## src/rtl/fb_pkg.sv

```systemverilog
// Frame buffer sequencer shared definitions: state encoding (also decoded by
// the debug UART), frame geometry and the default watchdog limit.
package fb_pkg;

  typedef enum logic [3:0] {
    FB_IDLE      = 4'd0,
    FB_ISSUE_CLR = 4'd1,
    FB_WAIT_CLR  = 4'd2,
    FB_ARM       = 4'd3,
    FB_ISSUE_WR  = 4'd4,
    FB_WAIT_WR   = 4'd5,
    FB_WAIT_GRAY = 4'd6,
    FB_ISSUE_RD  = 4'd7,
    FB_WAIT_RD   = 4'd8,
    FB_DRAIN     = 4'd9
  } fb_state_e;

  localparam int FB_STATE_W = 4;
  localparam int FB_N       = 480;
  localparam int FB_M       = 320;
  localparam int FB_BYTES   = 3 * FB_N * FB_M;

  localparam logic [23:0] FB_TIMEOUT_DEFAULT = 24'd500000;

  // States in which the memory owns the handshake and the watchdog runs.
  function automatic logic fb_is_timed(input fb_state_e s);
    case (s)
      FB_WAIT_CLR, FB_WAIT_WR, FB_WAIT_RD, FB_DRAIN: return 1'b1;
      default:                                       return 1'b0;
    endcase
  endfunction

  // States that put a command on the memory pins.
  function automatic logic fb_is_issue(input fb_state_e s);
    case (s)
      FB_ISSUE_CLR, FB_ISSUE_WR, FB_ISSUE_RD: return 1'b1;
      default:                                return 1'b0;
    endcase
  endfunction

  // Debug encoding of a state, as seen on state_dbg.
  function automatic logic [FB_STATE_W-1:0] fb_state_dbg(input fb_state_e s);
    return FB_STATE_W'(s);
  endfunction

endpackage

```

## src/rtl/fb_watchdog.sv

```systemverilog
// Phase watchdog: counts cycles while enabled, load-clears on request and
// flags the terminal cycle. A limit of zero disables it entirely.
module fb_watchdog
  import fb_pkg::*;
#(
  parameter logic [23:0] TIMEOUT_CYCLES = FB_TIMEOUT_DEFAULT
) (
  input  logic clk,
  input  logic rst_n,
  input  logic clr_i,
  input  logic en_i,
  output logic expired_o
);

  logic [23:0] count_q;
  logic [23:0] count_d;
  logic        limit_on_s;

  assign limit_on_s = (TIMEOUT_CYCLES != 24'd0);

  // Expiry is the last enabled cycle: count_q holds cycles already spent.
  assign expired_o = en_i && limit_on_s && (count_q == (TIMEOUT_CYCLES - 24'd1));

  // Next count: clear wins, then saturating increment while enabled.
  always_comb begin
    count_d = count_q;
    if (clr_i) begin
      count_d = 24'd0;
    end else if (en_i && (count_q != 24'hFFFFFF)) begin
      count_d = count_q + 24'd1;
    end else begin
      count_d = count_q;
    end
  end

  // Counter register.
  always_ff @(posedge clk or negedge rst_n) begin
    if (!rst_n) begin
      count_q <= 24'd0;
    end else begin
      count_q <= count_d;
    end
  end

endmodule

```

## src/rtl/fb_seq_ctrl.sv

```systemverilog
// RGB frame buffer sequencer: clear / capture / stream commands to the frame
// memory, paced by camera frame-start and grayscaler readiness, with a
// per-phase watchdog and abort draining.
// Build option FB_AUTO_CLEAR_EN: continuous mode re-clears memory before
// every frame instead of only once after start.
module fb_seq_ctrl
  import fb_pkg::*;
#(
  parameter logic [23:0] TIMEOUT_CYCLES = FB_TIMEOUT_DEFAULT,
  parameter int          FCNT_W         = 16
) (
  input  logic              clk,
  input  logic              rst_n,
  input  logic              start,
  input  logic              continuous,
  input  logic              abort,
  input  logic              cam_frame_start,
  input  logic              gray_ready,
  input  logic              mem_done,
  output logic              mem_en,
  output logic              mem_rw,
  output logic              mem_clear,
  output logic              busy,
  output logic              frame_done,
  output logic [FCNT_W-1:0] frame_count,
  output logic              err_timeout,
  output logic [3:0]        state_dbg
);

`ifdef FB_AUTO_CLEAR_EN
  localparam fb_state_e CONT_NEXT = FB_ISSUE_CLR;
`else
  localparam fb_state_e CONT_NEXT = FB_ARM;
`endif

  fb_state_e         state_q, state_d;
  logic              mem_en_q, mem_en_d;
  logic              mem_rw_q, mem_rw_d;
  logic              mem_clear_q, mem_clear_d;
  logic              busy_q, busy_d;
  logic              frame_done_q, frame_done_d;
  logic [FCNT_W-1:0] fcnt_q, fcnt_d;
  logic              err_q, err_d;

  logic              wd_en_s;
  logic              wd_clr_s;
  logic              wd_expired_s;

  assign wd_en_s = fb_is_timed(state_q);
  // Restart the count on every entry into a timed state, and hold it at
  // zero everywhere else.
  assign wd_clr_s = (state_d != state_q) || !wd_en_s;

  fb_watchdog #(
    .TIMEOUT_CYCLES (TIMEOUT_CYCLES)
  ) u_watchdog (
    .clk       (clk),
    .rst_n     (rst_n),
    .clr_i     (wd_clr_s),
    .en_i      (wd_en_s),
    .expired_o (wd_expired_s)
  );

  // Next-state, status and registered memory-pin decode.
  always_comb begin
    state_d      = state_q;
    err_d        = err_q;
    fcnt_d       = fcnt_q;
    frame_done_d = 1'b0;

    case (state_q)
      FB_IDLE: begin
        if (start) begin
          state_d = FB_ISSUE_CLR;
          err_d   = 1'b0;
        end else begin
          state_d = FB_IDLE;
        end
      end

      // A command already on the pins cannot be recalled, so abort drains.
      FB_ISSUE_CLR: state_d = abort ? FB_DRAIN : FB_WAIT_CLR;
      FB_ISSUE_WR:  state_d = abort ? FB_DRAIN : FB_WAIT_WR;
      FB_ISSUE_RD:  state_d = abort ? FB_DRAIN : FB_WAIT_RD;

      FB_WAIT_CLR: begin
        if (abort) begin
          state_d = mem_done ? FB_IDLE : FB_DRAIN;
        end else if (mem_done) begin
          state_d = FB_ARM;
        end else if (wd_expired_s) begin
          state_d = FB_IDLE;
          err_d   = 1'b1;
        end else begin
          state_d = FB_WAIT_CLR;
        end
      end

      FB_ARM: begin
        if (abort) begin
          state_d = FB_IDLE;
        end else if (cam_frame_start) begin
          state_d = FB_ISSUE_WR;
        end else begin
          state_d = FB_ARM;
        end
      end

      FB_WAIT_WR: begin
        if (abort) begin
          state_d = mem_done ? FB_IDLE : FB_DRAIN;
        end else if (mem_done) begin
          state_d = FB_WAIT_GRAY;
        end else if (wd_expired_s) begin
          state_d = FB_IDLE;
          err_d   = 1'b1;
        end else begin
          state_d = FB_WAIT_WR;
        end
      end

      FB_WAIT_GRAY: begin
        if (abort) begin
          state_d = FB_IDLE;
        end else if (gray_ready) begin
          state_d = FB_ISSUE_RD;
        end else begin
          state_d = FB_WAIT_GRAY;
        end
      end

      FB_WAIT_RD: begin
        if (abort) begin
          // Completed-but-aborted reads are not counted as frames.
          state_d = mem_done ? FB_IDLE : FB_DRAIN;
        end else if (mem_done) begin
          frame_done_d = 1'b1;
          fcnt_d       = fcnt_q + FCNT_W'(1);
          state_d      = continuous ? CONT_NEXT : FB_IDLE;
        end else if (wd_expired_s) begin
          state_d = FB_IDLE;
          err_d   = 1'b1;
        end else begin
          state_d = FB_WAIT_RD;
        end
      end

      FB_DRAIN: begin
        if (mem_done) begin
          state_d = FB_IDLE;
        end else if (wd_expired_s) begin
          state_d = FB_IDLE;
          err_d   = 1'b1;
        end else begin
          state_d = FB_DRAIN;
        end
      end

      default: state_d = FB_IDLE;
    endcase

    // Pins are decoded from the next state so they align with ISSUE_x.
    mem_en_d    = fb_is_issue(state_d);
    mem_rw_d    = (state_d == FB_ISSUE_WR);
    mem_clear_d = (state_d == FB_ISSUE_CLR);
    busy_d      = (state_d != FB_IDLE);
  end

  // State and output registers.
  always_ff @(posedge clk or negedge rst_n) begin
    if (!rst_n) begin
      state_q      <= FB_IDLE;
      mem_en_q     <= 1'b0;
      mem_rw_q     <= 1'b0;
      mem_clear_q  <= 1'b0;
      busy_q       <= 1'b0;
      frame_done_q <= 1'b0;
      fcnt_q       <= '0;
      err_q        <= 1'b0;
    end else begin
      state_q      <= state_d;
      mem_en_q     <= mem_en_d;
      mem_rw_q     <= mem_rw_d;
      mem_clear_q  <= mem_clear_d;
      busy_q       <= busy_d;
      frame_done_q <= frame_done_d;
      fcnt_q       <= fcnt_d;
      err_q        <= err_d;
    end
  end

  assign mem_en      = mem_en_q;
  assign mem_rw      = mem_rw_q;
  assign mem_clear   = mem_clear_q;
  assign busy        = busy_q;
  assign frame_done  = frame_done_q;
  assign frame_count = fcnt_q;
  assign err_timeout = err_q;
  assign state_dbg   = fb_state_dbg(state_q);

endmodule

```

## config.mk

```make
export PLATFORM = sky130hd
export DESIGN_NAME = fb_seq_ctrl
export DESIGN_NICKNAME = d
export VERILOG_FILES = /design/src/rtl/fb_pkg.sv /design/src/rtl/fb_watchdog.sv /design/src/rtl/fb_seq_ctrl.sv
export SDC_FILE = /design/constraint.sdc
export NUM_CORES = 1
export LEC_CHECK = 0
export ABC_AREA = 1
export BUFFER_PORTS_ARGS = -buffer_cell sky130_fd_sc_hd__buf_2
export CAP_MARGIN = 20
export CORE_AREA = 2 2 119 121
export DETAILED_ROUTE_END_ITERATION = 16
export DIE_AREA = 0 0 121 123
export GPL_TIMING_DRIVEN = 0
export PLACE_DENSITY = 0.46
export SYNTH_ARGS = -nofsm -noshare
export SYNTH_HDL_FRONTEND = slang
export SYNTH_HIERARCHICAL = 1
export SYNTH_SLANG_ARGS = --single-unit
```

## constraint.sdc

```tcl
create_clock -name clk -period 10.3 [get_ports clk]
set_input_delay 0.515 -clock clk [delete_from_list [all_inputs] [get_ports clk]]
set_output_delay 0.515 -clock clk [all_outputs]
set_load 0.01 [all_outputs]
```

# Word-level counts from Yosys, hierarchy flattened
# Cells that the tools add are included.
word_totals:
  in_bits: 8
  regBits: 50
  out_inout_bits: 26
  word_cells: 76
op_classes:
  n_reduce_logical: 13
  bitwise_logic: 1
  mux: 34
  addsub: 2
  n_eq_ne: 17
op_table:
  columns: ["operator", "count"]
  rows:
  - ["two-way mux 24 bit", 2]
  - ["two-way mux 4 bit", 10]
  - ["case mux 4 bit (10 select lines)", 1]
  - ["adder 24 x 1 -> 24 bit (second input constant)", 1]
  - ["== test 24 x 19 -> 1 bit (second input constant)", 1]
  - ["== test 4 x 3 -> 1 bit (second input constant)", 6]
  - ["inequality test 24 bit (second input constant)", 1]
  - ["adder 16 x 1 -> 16 bit (second input constant)", 1]
  - ["two-way mux 3 bit", 5]
  - ["two-way mux 1 bit", 12]
  - ["== test 4 x 1 -> 1 bit (second input constant)", 2]
  - ["== test 4 x 2 -> 1 bit (second input constant)", 2]
  - ["== test 4 bit (second input constant)", 2]
  - ["two-way mux 2 bit", 3]
  - ["AND reduction 3 bit", 2]
  - ["OR reduction 3 bit", 2]
  - ["logical NOT 4 bit", 1]
  - ["inequality test 2 bit (second input constant)", 2]
  - ["inequality test 4 bit", 1]
  - ["nonzero test 4 bit", 1]
  - ["OR reduction 4 bit", 1]
  - ["case mux 1 bit (3 select lines)", 1]
  - ["nonzero test 3 bit", 1]
  - ["logical AND 1 bit", 2]
  - ["4 further kinds", 4]

# Depth between registers and ports, before layout
depth:
  word_depth: 11
  depth_mapped: 25
  mapped_depth_nobuf: 23

# By module
# The synthesis kept the hierarchy.
modules_own_cells:
  columns: ["module", "cells_per_inst", "instances", "area_per_inst_um2", "seq_area_each_um2"]
  rows:
  - ["fb_watchdog", 251, 1, 1694.1, 600.6]
  - ["fb_seq_ctrl", 216, 1, 1630.3, 650.6]

# Worst setup path after synthesis
# No wires, ideal clock.
synth_path:
  path_type: "reg-to-reg"
  from: "reg state_q[2], in the netlist state_dbg[2]"
  to: "reg u_watchdog.count_q[0]"
  t_required_ns: 10.226
  period_less_slack_ns: 3.384
  setup_slack_ns: 6.916
  stages_incl_launch_ff: 24
  path_buffers: 2
  setup_ns: 0.074
  t_arrival_ns: 3.310
  cell_sequence: "dfrtp_1 -> inv_1 -> nor2_2 -> nand2_1 -> nand3_1 -> o21bai_2 -> inv_1 -> nor4_1 -> nand2_1 -> nor3_1 -> inv_1 -> o21ai_0 -> nor2_1 -> a21oi_1 -> nand2_1 -> nand2_1 -> nand2_1 -> nor2_1 -> nand2_1 -> buf_2 -> clkinv_1 -> clkbuf_1 -> nand3_1 -> o21ai_2"
synth_between:
  elab_chain_len: 11
  elab_cells_between_ends: 31
  cone_classes: "10 x eq/ne; 14 x mux; 7 x reduce/logical"
synth_rtl:
  columns: ["item", "line", "text"]
  rows:
  - ["start: declaration", "fb_seq_ctrl.sv:36", "fb_state_e state_q, state_d;"]
  - ["start signal: assignment", "fb_seq_ctrl.sv:181", "state_q <= state_d;"]
  - ["== test 4 bit, or another cell as far along", "fb_pkg.sv:27", "case (s)"]
  - ["OR reduction 4 bit *", "fb_pkg.sv:27", null]
  - ["two-way mux 1 bit *", "fb_pkg.sv:27", null]
  - ["named net wd_en_s", "fb_seq_ctrl.sv:45", "logic wd_en_s;"]
  - ["logical AND 1 bit *", "fb_watchdog.sv:22", "assign expired_o = en_i && limit_on_s && (count_q == (TIMEOUT_CYCLES - 24'd1));"]
  - ["named net wd_expired_s", "fb_seq_ctrl.sv:47", "logic wd_expired_s;"]
  - ["two-way mux 2 bit *", "fb_seq_ctrl.sv:91", "end else if (wd_expired_s) begin"]
  - ["two-way mux 2 bit *", "fb_seq_ctrl.sv:89", "end else if (mem_done) begin"]
  - ["two-way mux 4 bit *", "fb_seq_ctrl.sv:87", "if (abort) begin"]
  - ["case mux 4 bit (10 select lines) *", "fb_seq_ctrl.sv:71", "case (state_q)"]
  - ["named net state_d[1]", "fb_seq_ctrl.sv:36", null]
  - ["inequality test 4 bit *", "fb_seq_ctrl.sv:52", "assign wd_clr_s = (state_d != state_q) || !wd_en_s;"]
  - ["logical OR 1 bit *", "fb_seq_ctrl.sv:52", null]
  - ["named net wd_clr_s", "fb_seq_ctrl.sv:46", "logic wd_clr_s;"]
  - ["two-way mux 24 bit or nonzero test 2 bit (tied branches)", null, null]
  - ["end signal: assignment", "fb_watchdog.sv:41", "count_q <= count_d;"]
  - ["end: declaration", "fb_watchdog.sv:15", "logic [23:0] count_q;"]
# The timed path passes the listed nets; every way through them passes the cells marked *.
# A chain may end at the register's enable or synchronous reset.

# Final worst setup path
layout_path:
  from: "reg state_q[2], in the netlist state_dbg[2]"
  to: "reg u_watchdog.count_q[21]"
layout_between:
  elab_chain_len: 11
  elab_cells_between_ends: 31
  cone_classes: "10 x eq/ne; 14 x mux; 7 x reduce/logical"
layout_rtl:
  columns: ["item", "line", "text"]
  rows:
  - ["== test 4 bit, or another cell as far along", "fb_pkg.sv:27", null]
  - ["OR reduction 4 bit *", "fb_pkg.sv:27", null]
  - ["two-way mux 1 bit *", "fb_pkg.sv:27", null]
  - ["named net wd_en_s", "fb_seq_ctrl.sv:45", null]
  - ["logical AND 1 bit *", "fb_watchdog.sv:22", null]
  - ["named net wd_expired_s", "fb_seq_ctrl.sv:47", null]
  - ["two-way mux 3 bit *", "fb_seq_ctrl.sv:114", "end else if (wd_expired_s) begin"]
  - ["two-way mux 3 bit *", "fb_seq_ctrl.sv:112", "end else if (mem_done) begin"]
  - ["two-way mux 4 bit *", "fb_seq_ctrl.sv:110", "if (abort) begin"]
  - ["case mux 4 bit (10 select lines) *", "fb_seq_ctrl.sv:71", null]
  - ["named net state_d[2]", "fb_seq_ctrl.sv:36", null]
  - ["inequality test 4 bit *", "fb_seq_ctrl.sv:52", null]
  - ["logical OR 1 bit *", "fb_seq_ctrl.sv:52", null]
  - ["named net wd_clr_s", "fb_seq_ctrl.sv:46", null]
  - ["two-way mux 24 bit or nonzero test 2 bit (tied branches)", null, null]
# Marked as above.

==> metrics <==
Final Non-Filler Cells=689; synthesized instance count=467; CTS clk-pin slew, worst paths=70 ps; Num CTS Buffers=5; RSZ-0062 raised after global routing=no; Peak VDD IR=0.0991 mV; setup total negative slack=0 ps; highest clock rate=230 MHz; Buf+Inv Stages, Crit Path=8; layout cells sized above 1=16.7%; die width=121 um; Initial Utilization=24.4%; Num Clock Sinks=50; slowest stage cell, crit path=dfrtp_1; n_diodes=0; CTS tree=yes; placed insts=681; FP Rows=43; Root Driver=clkbuf_16; syn_area_per_cell=7.12 sq um; EDFF count, synth=0; crit path DAT=4540 ps; via/cell ratio=4.52; status=complete, no violations; Cell Area, Synth=0.00332 sq mm; clock tree buffer depth=2; post-CTS setup buffers=0; Pwr Density=170 mW/mm^2; Slowest Stage Delay on Critical Path=490 ps; Tot GR Track Use=12.3%; Main synth FF type=dfrtp_1; type of the worst setup path=reg -> reg; HPWL Detailed=6610 um; critical path, cell by cell=inv_1 > nor2_2 > nand2_1 > nand3_1 > o21bai_2 > inv_1 > nor4_1 > nand2_1 > nor3_1 > inv_1 > o21ai_0 > o21ai_1 > nor2_1 > inv_1 > nor2_1 > nor2_1 > nand2_1 > buf_2 > clkinv_1 > nand2_4 > clkinv_4 > buf_6 > nand2_1 > nand2_1; Routed WL=8670 um; required time of the critical path=10,490 ps; Min-Delay Path Class=in -> async; nets=520; I/O pin total=34; # resized after CTS=0; TritonRoute pass-1 iters=4; slew margin rel.=64.3%; post-DR wirelength/cell=12.6 um; worst slew pin tran=536 ps; remaining antenna violation count=0; FF+latch count, synth=50; remaining global-route overflow=0; yosys warns=6; final RePlAce weighted congestion=0.861; largest net degree at the start of global routing=34; Slew Limit Fails=0; sequential fraction of the synthesis area=37.6%; CORE AREA=0.0136 sq mm; H-tree Lvls=2; area of the multi-input gates=0.00185 sq mm; P&R area growth vs syn=17.0%; fin crit share=42.2%; Post-route DRC=0; startpoint types=flip-flop; Synth cell types=35; number of global-route vias before repair=2,913; cts hold-fix bufs=0; DR iter-0 viols=177; die area=0.0149 sq mm; # port buffers=33; CP Max Fanout=10; clock latency on the worst-skew pair=300 ps; Tmin final=4350 ps; Leak=1.89 nW; element type at the critical path end=flip-flop; syn nets=479; most used cell, CP=nand2_1; Final setup viols=0; Die Y-Extent=123 um; Max Clock Skew=6.03 ps; reg2reg setup slack=5950 ps; Top delay family on crit path=simple AND/OR/NAND/NOR gates; fraction of registers with async set/reset=100%; first-pass GRT wire length=14,500 um; initial antenna violation count=0; DR vias=3,112; Max-cap violations=0; # fillers=1,491; Hold Vio Cnt, Final=0; register area=0.00125 sq mm
==> cell usage after synthesis (all sizes together) (4+ instances only) <==
library cell	number	share of area (%)
nand2	152	18
xor2	15	4.0
a21oi	12	1.8
nand3	51	8.2
ha	4	1.5
nor4	4	0.75
o21ai	16	3.2
nand4	11	2.1
buf	6	1.3
dfrtp	50	38
nor2	79	11
nor3	6	1.2
xnor2	5	1.3
inv	41	4.6
==> final timing paths <==
kind,from,to,cells past startpoint
worst max-delay path,state_dbg[2]$_DFF_PN0_,u_watchdog/count_q[21]$_DFFE_PN0P_,24
worst min-delay path,rst_n,u_watchdog/count_q[15]$_DFFE_PN0P_,1
worst max register to register,state_dbg[2]$_DFF_PN0_,u_watchdog/count_q[21]$_DFFE_PN0P_,24
worst min register to register,err_timeout$_DFFE_PN0P_,err_timeout$_DFFE_PN0P_,2
max in group asynchronous,rst_n,frame_count[3]$_DFFE_PN0P_,2
min in group clk,err_timeout$_DFFE_PN0P_,err_timeout$_DFFE_PN0P_,2
==> worst reg2reg max path: stages (launching register included) <==
cell and delay [ps]:
dfrtp_1 490, inv_1 140, nor2_2 290, nand2_1 160, nand3_1 110, o21bai_2 190
inv_1 110, nor4_1 190, nand2_1 80, nor3_1 370, inv_1 100, o21ai_0 290
o21ai_1 100, nor2_1 170, inv_1 90, nor2_1 90, nor2_1 50, nand2_1 50
buf_2 250, clkinv_1 310, nand2_4 250, clkinv_4 100, buf_6 160, nand2_1 60
nand2_1 50
==> logic make-up (layout without fill, tap and decap cells) <==
family          after synthesis  in the layout  share of synthesized area (%)
xor+xnor                     20             20                           5.27
compound gates               32             32                           6.06
flops                        50             50                           37.6
buf+inv                      52             94                           6.62
simple gates                309            309                           42.9
fa+ha+maj                     4              4                           1.51
==> registers in the layout, indices dropped and copies added, names as in the netlist <==
register and count:
mem_en 1, mem_rw 1, mem_clear 1, err_timeout 1, frame_count 16, frame_done 1, u_watchdog/count_q 24, state_dbg 4
busy 1
==> cell type report <==
type | instances | area share [%]
timing repair buffer | 34 | 4.76
sequential | 50 | 32.2
buffer | 8 | 1.29
multi-input combinational | 365 | 47.6
inverter | 44 | 4.37
clock inverter | 2 | 0.450
clock buffer | 6 | 3.57
tap | 180 | 5.79
==> power breakdown <==
group | internal [W] | switching [W] | total, W
sequential | 0.000213 | 0.0000185 | 0.000232
clock | 0.0000978 | 0.0000809 | 0.000179
combinational | 0.0000733 | 0.000176 | 0.000250
total | 0.000384 | 0.000276 | 0.000660
==> cell usage in the layout, fill, tap and decap left out, drive strengths merged, types with 3 or more instances in the layout <==
cell type,count
o21ai,16
nor2,79
nor3,6
nand3,51
a21oi,12
inv,41
clkbuf,8
dfrtp,50
clkinv,5
nor4,4
ha,4
xor2,15
nand2,152
xnor2,5
nand3b,3
buf,40
nand4,11
==> routing by layer <==
metal  global-route usage, %  up-vias  routed length [um]
met5                       0        -                   0
met4                    3.27        0                  94
met3                    2.40        9                 360
met2                    19.4       64                4000
met1                    17.2     1459                4210
li1                        -     1580                   -
==> per-stage QoR <==
stage                     hold slack, ps  total power (W)  util (%)  area (sq um)  setup slack [ps]
after floorplan                      219         0.000404         -          3320              6920
after global placement               484         0.000483      27.3          3710              5920
after detailed placement             497         0.000485      27.4          3730              5990
after CTS                            184         0.000667      28.6          3890              5970
after global routing                 187         0.000709      28.6          3890              5490
final                                158         0.000660      28.6          3890              5950
Power figures use the tool's default switching activity.
